**src/rtl/arb_pkg.sv**
```systemverilog
// arb_pkg: shared types and the round-robin search helper for rr_arbiter.
// Contents: arb_state_e (IDLE/GRANT), ARB_MAX_N, pick_t, rr_first().
package arb_pkg;
  typedef enum logic {IDLE, GRANT} arb_state_e;
  localparam int ARB_MAX_N = 16;
  typedef struct packed {
    logic       valid;
    logic [3:0] idx;
  } pick_t;
  // First set bit of vec at or after ptr, wrapping modulo n (n <= ARB_MAX_N).
  // Scanning offsets downward lets the smallest offset win without a break.
  function automatic pick_t rr_first(input logic [ARB_MAX_N-1:0] vec, input logic [3:0] ptr,
                                     input int n);
    rr_first = '0;
    for (int i = ARB_MAX_N - 1; i >= 0; i--)
      if (i < n && vec[4'((int'(ptr) + i) % n)]) rr_first = '{valid: 1'b1, idx: 4'((int'(ptr) + i) % n)};
  endfunction
endpackage

```
**src/rtl/rr_pick.sv**
```systemverilog
// rr_pick: combinational masked rotate-and-priority-encode.
// Ports: req (N) candidates, mask (N) bits to exclude, ptr search start,
//        winner index of first unmasked request from ptr upward, valid any found.
module rr_pick import arb_pkg::*; #(
  parameter int N = 4,
  localparam int W = $clog2(N)
) (
  input  logic [N-1:0] req,
  input  logic [N-1:0] mask,
  input  logic [W-1:0] ptr,
  output logic [W-1:0] winner,
  output logic         valid
);
  pick_t p;
  always_comb begin
    p = rr_first(ARB_MAX_N'(req & ~mask), 4'(ptr), N);
    winner = p.idx[W-1:0];
    valid = p.valid;
  end
endmodule

```
**src/rtl/rr_arbiter.sv**
```systemverilog
// rr_arbiter: round-robin arbiter with hold limit and preemption.
// Ports: clk, rst_n (async active-low), req (N) requests,
//        grant (N) registered one-hot-or-zero, grant_id holder index (0 idle),
//        busy any grant, preempt one-cycle pulse when a still-requesting holder loses grant.
// Optional: define ARB_ASSERT_EN to compile concurrent protocol assertions.
module rr_arbiter import arb_pkg::*; #(
  parameter int N = 4,
  parameter int MAX_HOLD = 8
) (
  input  logic                 clk,
  input  logic                 rst_n,
  input  logic [N-1:0]         req,
  output logic [N-1:0]         grant,
  output logic [$clog2(N)-1:0] grant_id,
  output logic                 busy,
  output logic                 preempt
);
  localparam int W = $clog2(N);
  localparam int HW = MAX_HOLD > 0 ? $clog2(MAX_HOLD + 1) : 1;
  localparam logic [HW-1:0] LIMIT = HW'(MAX_HOLD > 0 ? MAX_HOLD - 1 : 0);
  arb_state_e state;
  logic [W-1:0] ptr, winner;
  logic [HW-1:0] hold_cnt;
  logic [N-1:0] mask;
  logic valid, held, at_limit, hand_off;
  assign mask = state == GRANT ? grant : '0;
  assign held = state == GRANT && |(req & grant);
  assign at_limit = MAX_HOLD != 0 && hold_cnt == LIMIT;
  // Re-arbitrate when idle, on release, or when the hold limit meets a competitor.
  assign hand_off = !held || (at_limit && valid);
  rr_pick #(.N(N)) u_pick (.req(req), .mask(mask), .ptr(ptr), .winner(winner), .valid(valid));
  always_ff @(posedge clk or negedge rst_n) begin
    if (!rst_n) begin
      state <= IDLE;
      grant <= '0;
      grant_id <= '0;
      busy <= 1'b0;
      preempt <= 1'b0;
      ptr <= '0;
      hold_cnt <= '0;
    end else if (hand_off) begin
      state <= valid ? GRANT : IDLE;
      grant <= valid ? N'(1) << winner : '0;
      grant_id <= valid ? winner : '0;
      busy <= valid;
      preempt <= held && valid;
      if (valid) ptr <= winner == W'(N - 1) ? '0 : winner + 1'b1;
      hold_cnt <= '0;
    end else begin
      preempt <= 1'b0;
      hold_cnt <= hold_cnt == LIMIT ? hold_cnt : hold_cnt + 1'b1;
    end
  end
`ifdef ARB_ASSERT_EN
  a_onehot: assert property (@(posedge clk) disable iff (!rst_n) $onehot0(grant))
    else $error("a_onehot");
  a_grant_req: assert property (@(posedge clk) disable iff (!rst_n) (grant & ~$past(req)) == '0)
    else $error("a_grant_req");
  a_busy: assert property (@(posedge clk) disable iff (!rst_n) busy == |grant)
    else $error("a_busy");
  a_preempt: assert property (@(posedge clk) disable iff (!rst_n) preempt |-> $past(req[grant_id]))
    else $error("a_preempt");
`endif
endmodule

```
**config.mk**
```make
export PLATFORM = sky130hd
export DESIGN_NAME = rr_arbiter
export DESIGN_NICKNAME = d
export VERILOG_FILES = /design/src/rtl/arb_pkg.sv /design/src/rtl/rr_pick.sv /design/src/rtl/rr_arbiter.sv
export SDC_FILE = /design/constraint.sdc
export NUM_CORES = 1
export LEC_CHECK = 0
export CORE_MARGIN = 4
export CORE_UTILIZATION = 45
export DETAILED_ROUTE_END_ITERATION = 8
export MAX_ROUTING_LAYER = met4
export PLACE_DENSITY = 0.7
export SLEW_MARGIN = 20
export SYNTH_ARGS = -nofsm -noshare
export SYNTH_HDL_FRONTEND = slang
export SYNTH_SLANG_ARGS = --single-unit
export TNS_END_PERCENT = 30
```
**constraint.sdc**
```tcl
create_clock -name clk -period 2.07 [get_ports clk]
set_input_delay 0.414 -clock clk [delete_from_list [all_inputs] [get_ports clk]]
set_output_delay 0.414 -clock clk [all_outputs]
set_load 0.02 [all_outputs]
```
==> results.ini, run 1 <==
[detailed_routing]
vias = 777
detail_route.vias_per_cell = 5.40
drtIter0Drc = 6
ant_nets = 0
drt-total-wl_um = 1790
first_pass_iters = 4
wl_per_cell_um = 12.4
drcViolationCount = 0

[synth]
synth_top_cells_by_area = dfrtp_1, nor2_1, nand2_1
syn_avg_cell_area_um2 = 9.22
yosys.area.top_type = dfrtp_1
synth_commonest_cells = dfrtp_1, nor2_1, nand2_1
synthCells = 89
async_flop_share_pct = 100
yosys_register_bits = 14
ys_warn_count = 0
yosysTopAreaCellShare_pct = 42.7
ys_seq_area_share_pct = 42.7
syn-cell-area_um2 = 821
ys.flop_type = dfrtp_1
synthesis.nets = 96
synth-edff-count = 0
synth.distinct_cells = 34
synth_most_common_cell = dfrtp_1

[flow_run]
maxCapViolations = 0

[timing]
max_freq_mhz = 508
period_minus_slack_ns = 1.97
setup_viol = 0
hold_viol_final = 0
skew_ns = 0.00260
layout_setup_ws_ns = 0.102
period_share_pct = 95.1
rsz0062_at_grt = no
maxSlewHeadroom_pct = 59.1
worst_pin_slew_ns = 0.611
fin_setup_tns_ns = 0
final-max-slew-violation-count = 0

[finish]
n_fill_cell = 151
antenna_cells = 0
stdcell_count = 144
synthToLayoutAreaGrowth_pct = 37.0
final_util_pct = 65.1
drive_above_1_share_pct = 20.2
nets = 127

[worst_setup_path]
cp_num_buf_inv = 3
regToRegStartpoint = ptr[0]$_DFFE_PN0P_
crit_path_end = ptr[1]$_DFFE_PN0P_
crit_start = req[1]
slowest_delay_ns = 0.50
path_depth = 8
crit_type = input pin to flip-flop
worstPathCellList = clkdlybuf4s50_1 -> inv_1 -> a221oi_4 -> buf_4 -> nand3b_1 -> and4b_4 -> a211o_1 -> o221ai_1
r2r-end = ptr[1]$_DFFE_PN0P_
path_max_fanout = 3
cp-start-kind = input pin
cp_slowest_cell = clkdlybuf4s50_1
crit_family = buffers and inverters
r2r_cells = 7
cp-end-kind = flip-flop
r2r_setup_slack_ns = 0.18
required_ns = 2.26
crit_arrival_ns = 2.16

[grt]
grt_overflow_total = 0
grt_antenna_before_repair = 0
grt_first_pass_wirelength_um = 3220
grt_max_degree = 15
grt_pass1_vias = 760
grt_usage_pct = 16.5

[clock_network]
ctsHoldBuffers = 0
clk_latency_ns = 0.27
cts_setup_buffers = 0
tritoncts = built
cts_max_level = 1
cts_sinks = 14
clk_pin_slew_ns = 0.08
cts-root-buf = clkbuf_4
cts_buffers = 3
cts_buffer_depth = 2

[place]
io_buffer_count = 13
place_congestion = 0.825
dp_hpwl_um = 1440
dp_slack_ns = -0.222
dp.cells = 140

[floorplan]
start_util_pct = 47.5
io_pins = 14
die_w_um = 50.7
core_um2 = 1730
num_rows = 15
fp.dieH_um = 50.7
dieArea_um2 = 2570

[hold_path]
holdPathStages = 1
worstHoldPathType = flip-flop to flip-flop

[power]
p_leak_uw = 0.000505
finalPower_uw = 1610
power.density_nw_per_um2 = 1440
vdd_drop_max_mv = 0.819

[status]
outcome = completed

-- flip-flops by register name, indices dropped and copies added (netlist names) --
| name | count |
|---|---|
| grant | 4 |
| ptr | 2 |
| hold_cnt | 4 |
| busy | 1 |
| preempt | 1 |
| grant_id | 2 |
-- layout by cell type (no fill, tap or decap), drive strengths merged --
cell type and instances:
dfrtp 14, nand2 10, mux2 2, a31oi 2, clkdlybuf4s50 13, nand3 4
a22o 1, a21oi 2, o22ai 2, a22oi 1, nand4 1, mux2i 1
o221ai 3, o2bb2ai 3, buf 15, clkbuf 4, nor2b 1, xnor2 1
o211ai 1, nor2 12, nand3b 2, nand2b 3, and4b 1, a32o 1
o21ai 5, a21boi 1, or2 1, inv 6, a221oi 1, o22a 1
nor3 2, a211o 1, ha 1
-- worst min path at each step --
| stage | endpoint | slack [ns] | start |
|---|---|---|---|
| global placement | grant_id[0]$_DFFE_PN0P_ | 0.48 | grant_id[0]$_DFFE_PN0P_ |
| detailed placement | grant_id[0]$_DFFE_PN0P_ | 0.48 | grant_id[0]$_DFFE_PN0P_ |
| global route | grant_id[0]$_DFFE_PN0P_ | 0.56 | grant_id[0]$_DFFE_PN0P_ |
| finish | grant_id[0]$_DFFE_PN0P_ | 0.50 | grant_id[0]$_DFFE_PN0P_ |
| floorplan | busy$_DFFE_PN0P_ | 0.12 | rst_n |
| CTS | grant_id[0]$_DFFE_PN0P_ | 0.51 | grant_id[0]$_DFFE_PN0P_ |
-- stage by stage --
step                hold WS, ns  cell area (um2)
floorplan                 0.118              821
global placement          0.484             1090
detailed placement        0.479             1090
CTS                       0.508             1120
global route              0.558             1120
finish                    0.500             1120
-- metal layers --
metal	wire [um]	vias up	GRT usage [%]
li1	-	388	-
met1	880	375	20.6
met2	854	12	28.3
met3	49	2	2.08
met4	8	0	4.04
met5	0	-	-
-- power by group --
group	switching, uW	internal (uW)	leakage [uW]
logic	497	494	0.000305
registers	68.2	366	0.000178
clock network	82.7	107	0.0000210
total	648	967	0.000505
-- final cells by class --
type | instances | area [um2] | share of cell area [%]
multi-input cells | 67 | 442 | 39.3
flip-flops and latches | 14 | 350 | 31.1
repair buffers | 28 | 243 | 21.6
clock buffers | 4 | 36.3 | 3.23
well taps | 25 | 31.3 | 2.78
inverters | 6 | 22.5 | 2.00
-- repair_timing --
| item | 4_1_cts | 5_1_grt |
|---|---|---|
| gates resized for setup | 0 | 1 |
| setup endpoints to repair | 0 | 1 |
| hold endpoints to repair | 0 | 0 |
-- kinds of logic after synthesis --
| group | Yosys count | share of synthesized area [%] |
|---|---|---|
| DFF | 14 | 42.7 |
| buffers and inverters | 8 | 3.81 |
| muxes | 3 | 4.42 |
| xor gates and xnor gates | 1 | 1.07 |
| adders and majority gates | 1 | 1.52 |
| AOI/OAI and AO/OA | 25 | 24.7 |
| and+or+nand+nor | 37 | 21.8 |
Power figures use the tool's default switching activity.
==> inputs of run 2 (changes only) <==
CORE_UTILIZATION = 40   (was 45)
PLACE_DENSITY = default   (was 0.7)
==> run 2 against run 1 <==
Combinational power up 4%. Die area increased by 10%. Hold slack got worse by 0.0029 ns. Maximum frequency rose by 2.8%. Via count shrank 1.7%. First-iteration DRC count rose by 120%. Highest routed layer unchanged. Cell count up 2.1%. Non-clock buffer count up 1. Clock skew up 0.0011 ns. Largest cell class unchanged.
==> results.ini, run 2 (synthesis results as in run 1) <==
[status]
outcome = completed

[timing]
hold_viol_final = 0
skew_ns = 0.00370
max_freq_mhz = 522
maxSlewHeadroom_pct = 59.5
rsz0062_at_grt = no
setup_viol = 0
final-max-slew-violation-count = 0
period_share_pct = 92.5
period_minus_slack_ns = 1.91
worst_pin_slew_ns = 0.605
hold-worst-slack_ns = 0.497
fin_setup_tns_ns = 0

[place]
io_buffer_count = 13
place_congestion = 0.764
dp.cells = 143
dp_hpwl_um = 1520

[floorplan]
fp.dieH_um = 53.3
io_pins = 14
core_um2 = 1960
num_rows = 16
start_util_pct = 41.8
die_w_um = 53.3
dieArea_um2 = 2840

[detailed_routing]
ant_nets = 0
drcViolationCount = 0
drt-total-wl_um = 1900
vias = 764
first_pass_iters = 4
wl_per_cell_um = 12.9
drtIter0Drc = 13
detail_route.vias_per_cell = 5.20

[grt]
grt_pass1_vias = 705
grt_antenna_before_repair = 0
grt_overflow_total = 0
grt_busiest_layer = met2
use_met2_pct = 24.5
grt_first_pass_wirelength_um = 3180
use_met3_pct = 2.82
grt_usage_pct = 15.9
grt_max_degree = 15
use_met1_pct = 21.1

[finish]
nets = 128
layout_common_cells = buf_4, dfrtp_1, nor2_1, clkdlybuf4s50_1, nand2_1
top_regs = grant (4), hold_cnt (4)
stdcell_count = 147
antenna_cells = 0
synthToLayoutAreaGrowth_pct = 39.0
drive_above_1_share_pct = 20.8
layout_commonest_cell = buf_4

[worst_setup_path]
crit_type = input pin to flip-flop
cp-start-kind = input pin
cp-end-kind = flip-flop
required_ns = 2.24
path_max_fanout = 5
crit_arrival_ns = 2.08

[clock_network]
cts_sinks = 14
clk_latency_ns = 0.28
clk_pin_slew_ns = 0.08
cts_buffers = 3
cts_max_level = 1
cts-root-buf = clkbuf_4
ctsHoldBuffers = 0
tritoncts = built
cts_buffer_depth = 2

[power]
seqPwrFrac_pct = 26.4
p_clk_share_pct = 11.7
switching_share_pct = 40.5
switching_power_uw = 672
p_int_uw = 986
vdd_drop_max_mv = 0.775
p_leak_uw = 0.000520
p_comb_share_pct = 61.9
power.density_nw_per_um2 = 1450

[hold_path]
worstHoldPathType = flip-flop to flip-flop

[flow_run]
maxCapViolations = 0

-- run 2: cell count changes in the layout (fill, tap and decap cells not counted) --
| cell | delta |
|---|---|
| buf_6 | +1 |
| dlymetal6s2s_1 | +1 |
| clkdlybuf4s50_1 | -1 |
| a21boi_1 | +1 |
| a21boi_0 | -1 |
-- run 2: final cells by class --
type | instances | area (um2)
multi-input cells | 67 | 442
fillers | 203 | 821
clock buffers | 4 | 36.3
inverters | 6 | 22.5
repair buffers | 29 | 256
flip-flops and latches | 14 | 350
well taps | 27 | 33.8
-- run 2: stage by stage --
stage	utilization (%)	worst slack (ns)	area, um2	total power, uW
6_report	58.2	0.155	1140	1660
5_1_grt	58.2	0.0551	1140	1790
4_1_cts	57.7	0.0627	1130	1640
3_5_place_dp	55.9	-0.234	1100	1450
3_3_place_gp	55.9	-0.196	1100	1430
2_1_floorplan	-	0.120	821	1050
-- run 2: power groups by stage --
stage               Clock [uW]  Combinational, uW  Sequential [uW]
CTS                        199               1010              436
finish                     195               1030              437
detailed placement           0               1010              442
global route               213               1130              449
floorplan                    0                547              500
global placement             0                993              439
-- run 2: path summary, 6_finish.rpt --
check                                         from                      end  slack [ns]  depth (start not counted)
min reg2reg                grant_id[0]$_DFFE_PN0P_  grant_id[0]$_DFFE_PN0P_        0.50                          1
min in group asynchronous                    rst_n        preempt$_DFF_PN0_        0.51                          1
min                        grant_id[0]$_DFFE_PN0P_  grant_id[0]$_DFFE_PN0P_        0.50                          1
max in group asynchronous                    rst_n  hold_cnt[3]$_DFFE_PN0P_        1.17                          1
max                                         req[0]     grant[0]$_DFFE_PN0P_        0.16                          7
max reg2reg                     ptr[0]$_DFFE_PN0P_     grant[0]$_DFFE_PN0P_        0.18                          6
-- run 2: worst max-delay path, stage by stage --
cell and delay, ns:
clkdlybuf4s50_1 0.54, nor2_1 0.09, a221oi_4 0.22, mux2i_1 0.22, and4b_4 0.27, nand2_2 0.09, a32o_1 0.23
-- run 2: repair_timing --
item                       in CTS  in global routing
setup buffers                   0                  0
gates resized for setup         0                  4
setup endpoints to repair       0                  2
-- run 2: per-layer routing --
layer | vias to the layer above | wire, um
li1 | 390 | -
met5 | - | 0
met1 | 360 | 919
met4 | 0 | 22
met3 | 4 | 51
met2 | 10 | 906
